===== src/rtl/spi_motor_master.sv =====
// SPI master that sends one 16-bit motor command {motor1, motor2} MSB first on sck/sdo.
// Bits returned on sdi are shifted in on each sck rise and published on rx_data at frame end.
module spi_motor_master #(
  parameter int CLK_DIV = 4
) (
  input  logic        clk,
  input  logic        reset,
  input  logic        start,
  input  logic [7:0]  motor1,
  input  logic [7:0]  motor2,
  output logic        busy,
  output logic        done,
  output logic [15:0] rx_data,
  output logic        sck,
  output logic        sdo,
  input  logic        sdi,
  output logic        load
);

  localparam int DW = $clog2(CLK_DIV + 1);
  localparam logic [DW-1:0] DIV_LAST = DW'(CLK_DIV - 1);

  typedef enum logic [2:0] {IDLE, LEAD, HIGH, LOW, TAIL} state_t;

  state_t        state, state_nxt;
  logic [DW-1:0] div_cnt;
  logic [3:0]    bit_cnt;
  logic [15:0]   tx_sh;
  logic [15:0]   rx_sh;
  logic          phase_end;

  assign phase_end = (div_cnt == DIV_LAST);
  assign sdo       = tx_sh[15];

  // NOTE: sequential state uses non-blocking assignments so every register
  // samples pre-edge values regardless of process evaluation order.
  always_ff @(posedge clk or posedge reset) begin
    if (reset) state <= IDLE;
    else       state <= state_nxt;
  end

  // NOTE: every output of this block gets a default first, so no path leaves
  // a signal unassigned and no latch is inferred.
  always_comb begin
    state_nxt = state;
    sck       = 1'b0;
    load      = 1'b0;
    busy      = 1'b0;
    unique case (state)
      IDLE: if (start) state_nxt = LEAD;
      LEAD: begin
        load = 1'b1;
        busy = 1'b1;
        if (phase_end) state_nxt = HIGH;
      end
      HIGH: begin
        load = 1'b1;
        busy = 1'b1;
        sck  = 1'b1;
        if (phase_end) state_nxt = (bit_cnt == 4'd15) ? TAIL : LOW;
      end
      LOW: begin
        load = 1'b1;
        busy = 1'b1;
        if (phase_end) state_nxt = HIGH;
      end
      TAIL: begin
        load = 1'b1;
        busy = 1'b1;
        if (phase_end) state_nxt = IDLE;
      end
      default: state_nxt = IDLE;
    endcase
  end

  // Shift registers move only on phase entries: capture on the way into HIGH
  // (the sck rise), advance sdo on the way into LOW so it changes while sck is low.
  always_ff @(posedge clk or posedge reset) begin
    if (reset) begin
      div_cnt <= '0;
      bit_cnt <= '0;
      tx_sh   <= '0;
      rx_sh   <= '0;
      rx_data <= '0;
      done    <= 1'b0;
    end else begin
      done <= 1'b0;

      if (state == IDLE) begin
        if (start) begin
          tx_sh   <= {motor1, motor2};
          bit_cnt <= '0;
          div_cnt <= '0;
        end
      end else if (phase_end) begin
        div_cnt <= '0;
      end else begin
        div_cnt <= div_cnt + 1'b1;
      end

      if (state != HIGH && state_nxt == HIGH)
        rx_sh <= {rx_sh[14:0], sdi};

      if (state != LOW && state_nxt == LOW) begin
        tx_sh   <= {tx_sh[14:0], 1'b0};
        bit_cnt <= bit_cnt + 4'd1;
      end

      if (state == TAIL && phase_end) begin
        rx_data <= rx_sh;
        done    <= 1'b1;
      end
    end
  end

endmodule


===== config.mk =====
export PLATFORM = sky130hd
export DESIGN_NAME = spi_motor_master
export DESIGN_NICKNAME = d
export VERILOG_FILES = /design/src/rtl/spi_motor_master.sv
export SDC_FILE = /design/constraint.sdc
export NUM_CORES = 1
export LEC_CHECK = 0
export CAP_MARGIN = 25
export CORE_MARGIN = 1.5
export CORE_UTILIZATION = 50
export CTS_BUF_LIST = sky130_fd_sc_hd__clkbuf_2
export CTS_CLUSTER_SIZE = 14
export DETAILED_ROUTE_END_ITERATION = 16
export PLACE_DENSITY = 0.88
export SLEW_MARGIN = 15
export SYNTH_ARGS = -nofsm -noshare
export SYNTH_HDL_FRONTEND = slang
export SYNTH_SLANG_ARGS = --single-unit

===== constraint.sdc =====
create_clock -name clk -period 1.81 [get_ports clk]
set_clock_uncertainty 0.05 [all_clocks]
set_input_delay 0.2715 -clock clk [delete_from_list [all_inputs] [get_ports clk]]
set_output_delay 0.2715 -clock clk [all_outputs]
set_load 0.01 [all_outputs]

==> metrics.csv <==
metric;value;unit
cts_root_buf;clkbuf_2;
grt_overflow_total;0;
firstDrtPassIters;4;
drc;0;
period_share;95.3;%
period_needed;1.72;ns
met3WireLength;195;um
area_growth;25.4;%
die_area;5530;um2
instances_no_fill;342;
grt_pass1_wl;7.22;mm
ys_warn_count;0;
relSlewSlack;79.0;%
hp-class;in2async;
r2r_cells;7;
antenna_found_initial;0;
numClockSinks;59;
multi_input_area;958;um2
cts_buffers;9;
io_pins;41;
die_height;74.4;um
avgSynthCellArea;11.7;um2
p_total;3.72;mW
wl_met2;2.23;mm
hpwlAfterDp;3.03;mm
reg2reg_to;tx_sh[13];
status;finished clean;
track_usage;17.8;%
total_leakage_power;1.51;nW
vias;1757;
syn_inst;218;
wl;4.57;mm
fmax;0.580;GHz
wl_met1;2.06;mm
synth-main-ff-cell;dfrtp_1;
postPlaceCellArea;3030;um2
synth_nets;240;
critPathMaxFanout;2;
cp-end-kind;primary output;
antennaDiodeCount;0;
cts_buffer_depth;2;
finalSetupViolations;0;
clk_latency;0.47;ns
synth_seq_area_share;58.0;%
start_util;52.9;%
cts_tree;yes;
place_congestion;0.775;
ir_worst_vdd;0.000742;V
yosysUniqueCellTypes;33;
worstPathRequired;1.49;ns
netlist_area;2550;um2
top_layer_used;met4;
portBuffers;40;
dp_cells;321;
drive_above_1_share;27.3;%
finalHoldViolations;0;
fin_util;66.3;%
fin_area;3190;um2
num_rows;25;
vias_per_cell;5.14;
core_area;4820;um2
r2r-start;state[2];
grt_start_max_net_pins;60;
finalNetCount;293;
ys_seq_elements;59;
reg2reg_slack;0.09;ns
maxCapViolCount;0;
fill_cells;389;
clkTransAtPathRegs;0.17;ns
seqCellArea;1480;um2
drv_slew;0;
htreeDepth;3;
cp-start-kind;register;
async_flop_share;100;%
first_global_vias;1655;
finalHoldWorstSlack;0.0992;ns
crit_type;reg2out;
drtAntennaViolNets;0;
initialDrtViolationCount;120;
synth_edf_count;0;
tightest_slew;0.313;ns
powerDensity;1170;nW/um2
die_x;74.4;um
wire_per_inst;13.4;um
cp_data_arrival_time;1.40;ns
kinds of logic after synthesis:
kind of cell	count (synthesis)	synth area share [%]
compound gates	28	7.13
fa+ha+maj	2	0.983
simple gates	75	13.9
flops	59	58.0
xor+xnor	1	0.344
buf+inv	21	5.55
mux	32	14.2
per-stage QoR:
| step | setup slack [ns] | TNS (ns) |
|---|---|---|
| 2_1_floorplan | 0.0322 | 0 |
| 3_5_place_dp | 0.0522 | 0 |
| 4_1_cts | 0.00944 | 0 |
| 3_3_place_gp | 0.118 | 0 |
| 6_report | 0.0851 | 0 |
| 5_1_grt | -0.00590 | -0.00870 |
metal layers:
metal  up-vias  track usage, %
met1       853            21.8
met3         7            6.37
met2        39            28.1
met4         0            8.69
met5         -               0
li1        858               -
worst max-delay path, stage by stage, from the launching register on:
cell and delay (ns):
dfrtp_1 0.41, buf_4 0.15, nor2_4 0.11, xnor2_2 0.12, buf_2 0.15
registers in the layout, summed over array words and instances (netlist names):
signal,count
tx_sh,16
rx_data,16
div_cnt,3
done,1
bit_cnt,4
rx_sh,16
state,3
power breakdown:
part	internal, mW	switching [mW]
Combinational	0.568	0.518
Sequential	1.66	0.222
Clock	0.300	0.456
cell usage in the layout, fill, tap and decap left out, types with 3 or more instances in the layout:
cell type | Yosys | layout
a31oi_1 | 17 | 17
buf_12 | 0 | 3
buf_2 | 2 | 3
buf_4 | 3 | 13
clkbuf_2 | 1 | 9
clkdlybuf4s50_1 | 0 | 35
dfrtp_1 | 59 | 59
inv_1 | 6 | 5
mux2_2 | 32 | 32
nand2_1 | 37 | 37
nand3_1 | 7 | 7
nand3b_1 | 3 | 3
nor2_1 | 19 | 18
cell type report:
type | instances | share of cell area [%]
timing repair buffer | 56 | 17.2
clock buffer | 9 | 1.41
sequential | 59 | 46.3
multi-input combinational | 139 | 30.0
tap | 67 | 2.63
inverter | 6 | 0.706
clock inverter | 6 | 1.80
how the worst max path moves through the flow:
| stage | from | endpoint | depth (start not counted) |
|---|---|---|---|
| 6_report | state[0] | load | 4 |
| 3_3_place_gp | div_cnt[0] | rx_sh[4] | 4 |
| 3_5_place_dp | div_cnt[0] | rx_sh[14] | 4 |
| 4_1_cts | state[0] | sck | 3 |
| 5_1_grt | state[0] | load | 4 |
| 2_1_floorplan | reset | bit_cnt[0] | 1 |
repair_timing:
item | 4_1_cts | 5_1_grt
endpoints found under the setup margin | 3 | 21
gates resized for setup | 13 | 7
setup buffers | 4 | 1
pin swaps | 1 | 2
cloned | 0 | 1
hold buffers | 0 | 0
Yosys cell counts, types with 2 or more instances:
cell,number,share of area [%]
a21oi_1,2,0.39
dfrtp_1,59,58
clkbuf_1,3,0.44
o21ai_0,2,0.39
buf_2,2,0.39
buf_4,3,0.88
buf_6,5,2.2
mux2_2,32,14
nand3b_1,3,0.88
a31oi_1,17,4.2
nor2_1,19,2.8
nand3_1,7,1.4
o21ai_1,2,0.39
nand2_1,37,5.5
ha_1,2,0.98
inv_1,6,0.88
(Power assumes the default switching activity.)
